`src/rtl/rv32i_types.sv`:
```
// Shared types for the branch predictor table write sequencer: update record,
// sequencer states and table geometry.
package rv32i_types;

  localparam int unsigned BP_IDX_W = 4;
  localparam int unsigned BP_TAG_W = 26;
  localparam int unsigned BP_SETS  = 16;

  typedef struct packed {
    logic [BP_IDX_W-1:0] index;
    logic [BP_TAG_W-1:0] tag;
    logic [31:0]         target;
    logic                taken;
    logic                wr_tag;
    logic                wr_btb;
    logic                wr_bht;
  } bp_upd_t;

  typedef enum logic [1:0] {
    BPS_INIT,
    BPS_IDLE,
    BPS_CLEAR
  } bp_seq_state_t;

endpackage

```
`src/rtl/bp_upd_fifo.sv`:
```
// Small synchronous FIFO of branch-resolution updates; head is visible
// combinationally and flush empties it in one cycle.
module bp_upd_fifo
  import rv32i_types::*;
#(
  parameter int unsigned DEPTH = 2
) (
  input  logic    clk,
  input  logic    rst_n,
  input  logic    push_i,
  input  logic    pop_i,
  input  logic    flush_i,
  input  bp_upd_t data_i,
  output logic    full_o,
  output logic    empty_o,
  output bp_upd_t head_o
);

  localparam int unsigned PtrW = $clog2(DEPTH);

  logic [PtrW:0] wptr_q, wptr_d;
  logic [PtrW:0] rptr_q, rptr_d;
  bp_upd_t       mem_q [DEPTH];

  // Extra pointer bit distinguishes full from empty when the indices match.
  assign empty_o = (wptr_q == rptr_q);
  assign full_o  = (wptr_q[PtrW] != rptr_q[PtrW]) &&
                   (wptr_q[PtrW-1:0] == rptr_q[PtrW-1:0]);
  assign head_o  = mem_q[rptr_q[PtrW-1:0]];

  always_comb begin
    wptr_d = wptr_q;
    rptr_d = rptr_q;
    if (flush_i) begin
      wptr_d = '0;
      rptr_d = '0;
    end else begin
      if (push_i) wptr_d = wptr_q + 1'b1;
      if (pop_i)  rptr_d = rptr_q + 1'b1;
    end
  end

  always_ff @(posedge clk or negedge rst_n) begin
    if (!rst_n) begin
      wptr_q <= '0;
      rptr_q <= '0;
    end else begin
      wptr_q <= wptr_d;
      rptr_q <= rptr_d;
    end
  end

  always_ff @(posedge clk) begin
    if (push_i && !flush_i) mem_q[wptr_q[PtrW-1:0]] <= data_i;
  end

endmodule

```
`src/rtl/bp_table_sequencer.sv`:
```
// Single write port owner for the predictor tag/BTB/BHT arrays: invalidation
// sweeps, buffered EX updates and config writes, with a starvation guard.
module bp_table_sequencer
  import rv32i_types::*;
#(
  parameter int unsigned IDX_W      = 4,
  parameter int unsigned TAG_W      = 26,
  parameter int unsigned DEPTH      = 2,
  parameter int unsigned STARVE_MAX = 4
) (
  input  logic             clk,
  input  logic             rst_n,
  input  logic             flush_req_i,
  input  logic             upd_valid_i,
  output logic             upd_ready_o,
  input  logic [IDX_W-1:0] upd_index_i,
  input  logic [TAG_W-1:0] upd_tag_i,
  input  logic [31:0]      upd_target_i,
  input  logic             upd_taken_i,
  input  logic             upd_wr_tag_i,
  input  logic             upd_wr_btb_i,
  input  logic             upd_wr_bht_i,
  input  logic             cfg_valid_i,
  output logic             cfg_ready_o,
  input  logic [IDX_W-1:0] cfg_index_i,
  input  logic [TAG_W-1:0] cfg_tag_i,
  input  logic [31:0]      cfg_target_i,
  input  logic             cfg_taken_i,
  output logic [IDX_W-1:0] tbl_windex_o,
  output logic [TAG_W-1:0] tbl_tag_in_o,
  output logic [31:0]      tbl_btb_in_o,
  output logic             tbl_bht_in_o,
  output logic             load_tag_o,
  output logic             load_btb_o,
  output logic             load_bht_o,
  output logic             pred_disable_o,
  output logic             busy_o
);

  localparam int unsigned      StarveW = $clog2(STARVE_MAX + 1);
  localparam logic [IDX_W-1:0] LastIdx = IDX_W'(BP_SETS - 1);

  bp_seq_state_t      state_q, state_d;
  logic [IDX_W-1:0]   cnt_q, cnt_d;
  logic [StarveW-1:0] starve_q, starve_d;

  logic    fifo_push, fifo_pop, fifo_flush, fifo_full, fifo_empty;
  bp_upd_t upd_entry, head;

  assign upd_entry = '{index: upd_index_i, tag: upd_tag_i, target: upd_target_i,
                       taken: upd_taken_i, wr_tag: upd_wr_tag_i, wr_btb: upd_wr_btb_i,
                       wr_bht: upd_wr_bht_i};

  bp_upd_fifo #(
    .DEPTH(DEPTH)
  ) u_fifo (
    .clk    (clk),
    .rst_n  (rst_n),
    .push_i (fifo_push),
    .pop_i  (fifo_pop),
    .flush_i(fifo_flush),
    .data_i (upd_entry),
    .full_o (fifo_full),
    .empty_o(fifo_empty),
    .head_o (head)
  );

  assign busy_o = (state_q != BPS_IDLE) || !fifo_empty;

  always_comb begin
    state_d        = state_q;
    cnt_d          = cnt_q;
    starve_d       = starve_q;
    fifo_push      = 1'b0;
    fifo_pop       = 1'b0;
    fifo_flush     = 1'b0;
    upd_ready_o    = 1'b0;
    cfg_ready_o    = 1'b0;
    pred_disable_o = 1'b1;
    load_tag_o     = 1'b0;
    load_btb_o     = 1'b0;
    load_bht_o     = 1'b0;
    tbl_windex_o   = '0;
    tbl_tag_in_o   = '0;
    tbl_btb_in_o   = '0;
    tbl_bht_in_o   = 1'b0;
    unique case (state_q)
      BPS_INIT, BPS_CLEAR: begin
        // Gated by rst_n so the enables drop the instant reset asserts.
        load_tag_o   = rst_n;
        load_btb_o   = rst_n;
        load_bht_o   = rst_n;
        tbl_windex_o = cnt_q;
        if (flush_req_i) begin
          cnt_d = '0;
        end else begin
          cnt_d = cnt_q + 1'b1;
          if (cnt_q == LastIdx) state_d = BPS_IDLE;
        end
      end
      BPS_IDLE: begin
        pred_disable_o = 1'b0;
        upd_ready_o    = !fifo_full && !flush_req_i;
        fifo_push      = upd_valid_i && upd_ready_o;
        if (flush_req_i) begin
          state_d    = BPS_CLEAR;
          cnt_d      = '0;
          starve_d   = '0;
          fifo_flush = 1'b1;
        end else if (!fifo_empty &&
                     !(cfg_valid_i && starve_q == StarveW'(STARVE_MAX))) begin
          load_tag_o   = head.wr_tag;
          load_btb_o   = head.wr_btb;
          load_bht_o   = head.wr_bht;
          tbl_windex_o = head.index;
          tbl_tag_in_o = head.tag;
          tbl_btb_in_o = head.target;
          tbl_bht_in_o = head.taken;
          fifo_pop     = 1'b1;
          starve_d     = cfg_valid_i ? starve_q + 1'b1 : '0;
        end else if (cfg_valid_i) begin
          load_tag_o   = 1'b1;
          load_btb_o   = 1'b1;
          load_bht_o   = 1'b1;
          tbl_windex_o = cfg_index_i;
          tbl_tag_in_o = cfg_tag_i;
          tbl_btb_in_o = cfg_target_i;
          tbl_bht_in_o = cfg_taken_i;
          cfg_ready_o  = 1'b1;
          starve_d     = '0;
        end
      end
      default: state_d = BPS_INIT;
    endcase
  end

  always_ff @(posedge clk or negedge rst_n) begin
    if (!rst_n) begin
      state_q  <= BPS_INIT;
      cnt_q    <= '0;
      starve_q <= '0;
    end else begin
      state_q  <= state_d;
      cnt_q    <= cnt_d;
      starve_q <= starve_d;
    end
  end

endmodule

```
`config.mk`:
```
export PLATFORM = sky130hd
export DESIGN_NAME = bp_table_sequencer
export DESIGN_NICKNAME = d
export VERILOG_FILES = /design/src/rtl/rv32i_types.sv /design/src/rtl/bp_upd_fifo.sv /design/src/rtl/bp_table_sequencer.sv
export SDC_FILE = /design/constraint.sdc
export NUM_CORES = 1
export LEC_CHECK = 0
export ABC_CLOCK_PERIOD_IN_PS = 7700
export CAP_MARGIN = 30
export CORE_MARGIN = 8
export CORE_UTILIZATION = 39
export CTS_CLUSTER_DIAMETER = 120
export CTS_CLUSTER_SIZE = 8
export DETAILED_ROUTE_END_ITERATION = 6
export GPL_TIMING_DRIVEN = 1
export PLACE_DENSITY = 0.68
export SLEW_MARGIN = 25
export SYNTH_ARGS = -nofsm -noshare
export SYNTH_HDL_FRONTEND = slang
export SYNTH_HIERARCHICAL = 1
export SYNTH_SLANG_ARGS = --single-unit
```
`constraint.sdc`:
```
create_clock -name clk -period 7.7 [get_ports clk]
set_input_delay 1.54 -clock clk [delete_from_list [all_inputs] [get_ports clk]]
set_output_delay 1.54 -clock clk [all_outputs]
set_load 0.02 [all_outputs]
```
* Word-level counts from Yosys, hierarchy flattened
Memory sizes are Yosys's and may differ from the RTL's.
Cells that the tools add are included.
** Word-level totals
- Flip-flop bits (word level) :: 13
- Memory bits (writable) :: 132
- Output and inout bits :: 70
- Logic and storage cells :: 96
- Memories :: 1
** Memory list
- u_fifo.mem_q :: words 2, bits a word 66, read ports 1, clocked after memory_dff 0, write ports 1, RTL line bp_upd_fifo.sv:23 : bp_upd_t mem_q [DEPTH];
** Operators by class
- Add/subtract/negate cells :: 4
- Equal/unequal tests :: 11
- Muxes and demuxes :: 54
- Reduce and logical (&&, ||, !) cells :: 21
** Operators with widths (number)
- $mux W32 :: 4
- $mux W26 :: 4
- $mux W1 :: 24
- $mux W4 :: 5
- $pmux W4 S2 :: 2
- $mux W2 :: 7
- $mux W3 :: 4
- $logic_and A1 B1 Y1 :: 6
- $ne A2 B2 Y1 const B :: 3
- $pmux W1 S2 :: 3
- $reduce_bool A2 Y1 :: 3
- $logic_not A1 Y1 :: 5
- $add A2 B1 Y2 const B :: 2
- $add A4 B1 Y4 const B :: 1
- $eq A4 B4 Y1 const B :: 1
- $pmux W2 S2 :: 1
- $reduce_and A2 Y1 :: 2
- $add A3 B1 Y3 const B :: 1
- $eq A3 B3 Y1 const B :: 1
- $reduce_and A3 Y1 :: 1
- $reduce_bool A3 Y1 :: 1
- $eq A2 B1 Y1 const B :: 1
- $eq A2 B2 Y1 :: 1
- $eq A2 B2 Y1 const B :: 1
- 6 further kinds :: 6

* Longest topological paths before layout
- Depth after elaboration :: 9
- Gate-level depth with buffers :: 10
- Gate-level depth less buffers :: 6

* Hierarchy
The synthesis kept the hierarchy.
** Modules (own cells, without submodules)
- bp_upd_fifo :: times used 1, cells each 226, area each 5262.5 um^2
- bp_table_sequencer :: times used 1, cells each 288, area each 1661.6 um^2

* Least setup slack after synthesis
OpenSTA, ideal clock, no wires.
- Path kind :: input -> register
- Start :: in flush_req_i
- End :: mem u_fifo/mem_q[0][0] in the netlist's numbering (enable)
- Setup time :: 0.585 ns
- Data arrival time :: 7.081 ns
- Slack :: 0.034 ns
- Stages on the path :: 5
- Cell sequence :: nand2b_1 > buf_2 > buf_6 > nor3b_2 > nor3b_1
** Between the ends
- Cells in the longest elaborated chain, start to end :: 7
- Elaborated cells between the ends (all ways) :: 10
- Those cells by class :: mux (5); reduce/logical (5)
** Ends and longest elaborated chain
- start: declaration :: RTL line bp_table_sequencer.sv:13 : input logic flush_req_i,
- $logic_not A1 Y1 :: RTL line bp_table_sequencer.sv:103 : upd_ready_o = !fifo_full && !flush_req_i;
- $logic_and A1 B1 Y1 :: RTL line bp_table_sequencer.sv:103
- $logic_and A1 B1 Y1 :: RTL line bp_table_sequencer.sv:104 : fifo_push = upd_valid_i && upd_ready_o;
- $mux W1 :: RTL line bp_table_sequencer.sv:87 : unique case (state_q)
- net fifo_push :: RTL line bp_table_sequencer.sv:47 : logic fifo_push, fifo_pop, fifo_flush, fifo_full, fifo_empty;
- $logic_and A1 B1 Y1 :: RTL line bp_upd_fifo.sv:54 : if (push_i && !flush_i) mem_q[wptr_q[PtrW-1:0]] <= data_i;
- $mux W1 :: RTL line bp_upd_fifo.sv:54
- $mux W1 (implied by the code) :: RTL line bp_upd_fifo.sv:54
- end: declaration :: RTL line bp_upd_fifo.sv:23
The timed path passes the listed nets, and every way through them passes these cells.

* Worst setup path after layout
- Start :: in flush_req_i
- End :: out tbl_tag_in_o[10]
** Between the ends
- Cells in the longest elaborated chain, start to end :: 2
** Ends and longest elaborated chain
- $mux W26 :: RTL line bp_table_sequencer.sv:105 : if (flush_req_i) begin
- $mux W26 :: RTL line bp_table_sequencer.sv:87
- end: declaration :: RTL line bp_table_sequencer.sv:30 : output logic [TAG_W-1:0] tbl_tag_in_o,
No other way between the ends.

==> results by group <==
Critical path
  – CP Buf/Inv Count: 3
  – R2R Setup Slk: approximately 4000 ps
  – Worst EP required: just over 6000 ps
  – Most numerous cell on the critical path: clkdlybuf4s50_1
  – Endpoint class of the critical path: output pin
  – Critical Path Max Stage Delay: between 600 and 700 ps
  – CP Launch Type: input pin
  – Crit path kind: in2out
  – Crit path cell chain: clkdlybuf4s50_1 > nand2b_2 > buf_4 > a21oi_1 > clkdlybuf4s50_1
  – CP Max Fanout: 42
  – WP data arrival: roughly 4100 ps
  – Top delay family on crit path: buffers and inverters
  – CP max-delay cell: nand2b_2

Synth
  – Seq/Total Area, Yosys: between 60% and 70%
  – Yosys warns: 6
  – Synth async-reset ratio: between 8 and 9%
  – Number of flops mapped to enable cells by yosys: approximately 130
  – Synthesized flop and latch total: ~150
  – Area of the mapped netlist: ~6900 µm²
  – Top post-synthesis cells by area: edfxtp_1 57%, mux2_4 14%, a21oi_1 4.8%
  – Cell taking the most area after synthesis: edfxtp_1
  – Post-synthesis cell type count: 42
  – Synth Flop Type: edfxtp_1
  – Top cell type's share of synthesized area: a little under three fifths
  – Avg Inst Size Synth: roughly 13 µm²
  – Syn_nets: 651
  – Post-Synthesis Cells: a little over 500

Cells and area
  – Diodes inserted: 0
  – Syn-to-layout area delta: 40.1%
  – Layout cells sized above 1: approximately 16%
  – Fin nets: 842
  – FILL cells: between 1000 and 1500

Clocking
  – # resized after CTS: 0
  – Post-CTS Setup Repair Bufs: 0
  – CTS tree: done
  – Clock Latency Late Sink: just over 400 ps
  – H-tree depth: 4
  – Hold buffer count at cts: 0
  – Root Buffer: clkbuf_16
  – Clock sink total: ~150
  – TritonCTS Buffers: 17
  – Clk buf depth: 2
  – Reg clk slew, reported paths: about 60 ps

Timing
  – Unrepaired setup endpoints after global routing: false
  – Min Tclk post-route: about 5700 ps
  – Final hold violations: 0
  – Max-slew violation count: 0
  – Final TNS setup: 0 ps
  – Headroom to the max-slew limit: about 42%
  – Tcrit/Tclk final: 73.7%
  – Tightest Pin Transition: about 870 ps
  – Finish-stage setup viols: 0
  – Final worst setup slack: just over 2000 ps
  – Final Skew: 8.61 ps
  – Fmax: between 0.15 and 0.2 GHz

Outcome
  – Status: finished clean

Floorplanning
  – Initial Utilization: about 40%
  – Io pins: between 200 and 250
  – Die area: 22300 µm²
  – Die W: approximately 150 µm
  – Die Y: approximately 150 µm
  – FP Rows: 48
  – Core area: around 17000 µm²

Detailed routing
  – DRC: 0
  – Via density: about 5
  – Total number of vias: a little under 5000
  – Pre-antenna DRT Iters: 4
  – WL final: between 15 and 20 mm
  – Routed len/inst: 18.5 µm
  – Initial DRC count: between 200 and 300
  – Post-route ant nets: 0

Place
  – I/O Buffers: just over 200
  – Setup WS pre-CTS: ~1900 ps
  – Routability congestion estimate: 0.767
  – Dpl hpwl: 12.3 mm

Power and ir drop
  – Total chip power: around 1.8 mW
  – Peak supply drop: about 0.14 mV
  – P per Cell Area: 190 nW/µm²
  – Pleak: approximately 3.3 nW

Global route
  – Maximum number of pins on one net before global-route repair: 45
  – Vias in the first global route: around 5300
  – GRT overflow: 0
  – First-pass GRT wire length: ~27 mm
  – Overall routing resource usage: roughly 16%
  – Initial antenna violation count: 0

Worst hold path
  – Min-delay worst type: reg2reg

Flow run
  – Maximum Capacitance Violations: 0
==> synth_stat cells, types with 2 or more instances <==
cell type	instances
nand3_1	64
and2b_1	2
ha_1	3
mux2_4	66
o22ai_1	4
inv_1	7
nor2_1	8
nand2b_1	3
a32oi_1	4
xnor2_1	2
dfrtp_1	13
nand3b_1	3
nand2_1	62
clkbuf_1	6
buf_6	8
edfxtp_1	132
o21ai_0	2
o21ai_1	3
xor2_1	2
a21bo_1	2
o21bai_1	2
buf_2	23
nor3b_2	2
o2bb2ai_1	2
a21oi_1	66
buf_4	3
nor2b_1	5
==> state kept, by name, indices dropped and copies added (netlist names) <==
name	cells
state_q	2
cnt_q	4
u_fifo/mem_q	132
starve_q	3
u_fifo/rptr_q	2
u_fifo/wptr_q	2
==> power by group <==
| group | leakage [nW] | total [mW] | internal, mW | switching (mW) |
|---|---|---|---|---|
| registers | 1.36 | 0.866 | 0.862 | 0.00453 |
| logic | 1.69 | 0.166 | 0.0920 | 0.0737 |
| clock network | 0.297 | 0.812 | 0.510 | 0.302 |
==> cells in the final DEF, fill, tap and decap left out, drive strengths merged, types with 4 or more instances in the layout <==
cell type and count:
buf 11, clkinv 5, edfxtp 132, a21oi 66, dfrtp 13, inv 7, clkdlybuf4s50 202, nand2 62
nand3 64, nor2 8, o21ai 5, nor2b 5, clkbuf 27, a32oi 4, o22ai 4, mux2 66
==> final timing paths <==
kind | start | to | cells after the start
max in group asynchronous | rst_n | u_fifo/rptr_q[0]$_DFFE_PN0P_ | 1
hold / removal | cnt_q[0]$_DFFE_PN0P_ | cnt_q[0]$_DFFE_PN0P_ | 1
setup reg to reg | state_q[0]$_DFFE_PN0P_ | u_fifo/mem_q[1][15]$_DFFE_PP_ | 6
hold reg to reg | cnt_q[0]$_DFFE_PN0P_ | cnt_q[0]$_DFFE_PN0P_ | 1
min in group asynchronous | rst_n | cnt_q[0]$_DFFE_PN0P_ | 1
setup / recovery | flush_req_i | tbl_tag_in_o[10] | 5
==> cells by family (layout without fill, tap and decap cells) <==
logic type / Yosys count / after routing / synth area share, %
AOI/OAI and AO/OA: 93 / 93 / 7.75
xor gates and xnor gates: 4 / 4 / 0.506
adders and majority gates: 3 / 3 / 0.542
buffers and inverters: 48 / 252 / 4.21
DFF: 145 / 145 / 61.9
muxes: 67 / 67 / 14.5
and+or+nand+nor: 154 / 154 / 10.6
==> worst register-to-register path, cell delays in order (launching register included) <==
cell,delay [ps]
dfrtp_1,580
and2b_1,370
nand2b_2,530
buf_4,460
nor3b_2,370
and3b_2,480
buf_4,440
==> area by class of cell <==
cell class                 count  area, µm²  area share, %
tap                          225        282           2.90
sequential                   145       4290           44.2
multi-input combinational    321       2360           24.3
clock buffer                  27        569           5.87
timing repair buffer         213       2130           22.0
clock inverter                 5       36.3          0.374
inverter                       7       26.3          0.271
==> per-layer routing <==
layer | up-vias | routed length (µm) | global-route usage, %
met5 | - | 0 | 0
met2 | 144 | 9140 | 28.1
met3 | 19 | 1030 | 4.76
met1 | 2362 | 7060 | 17.4
met4 | 0 | 230 | 5.05
li1 | 2294 | - | -
==> stage by stage <==
stage / hold WS (ps) / cells / area, µm² / utilization, %
floorplan: 481 / 514 / 6920 / -
global placement: 501 / 909 / 9050 / 52.1
detailed placement: 525 / 910 / 9070 / 52.2
CTS: 538 / 942 / 9670 / 55.7
global route: 549 / 943 / 9700 / 55.9
finish: 536 / 943 / 9700 / 55.9
(Power assumes the default switching activity.)
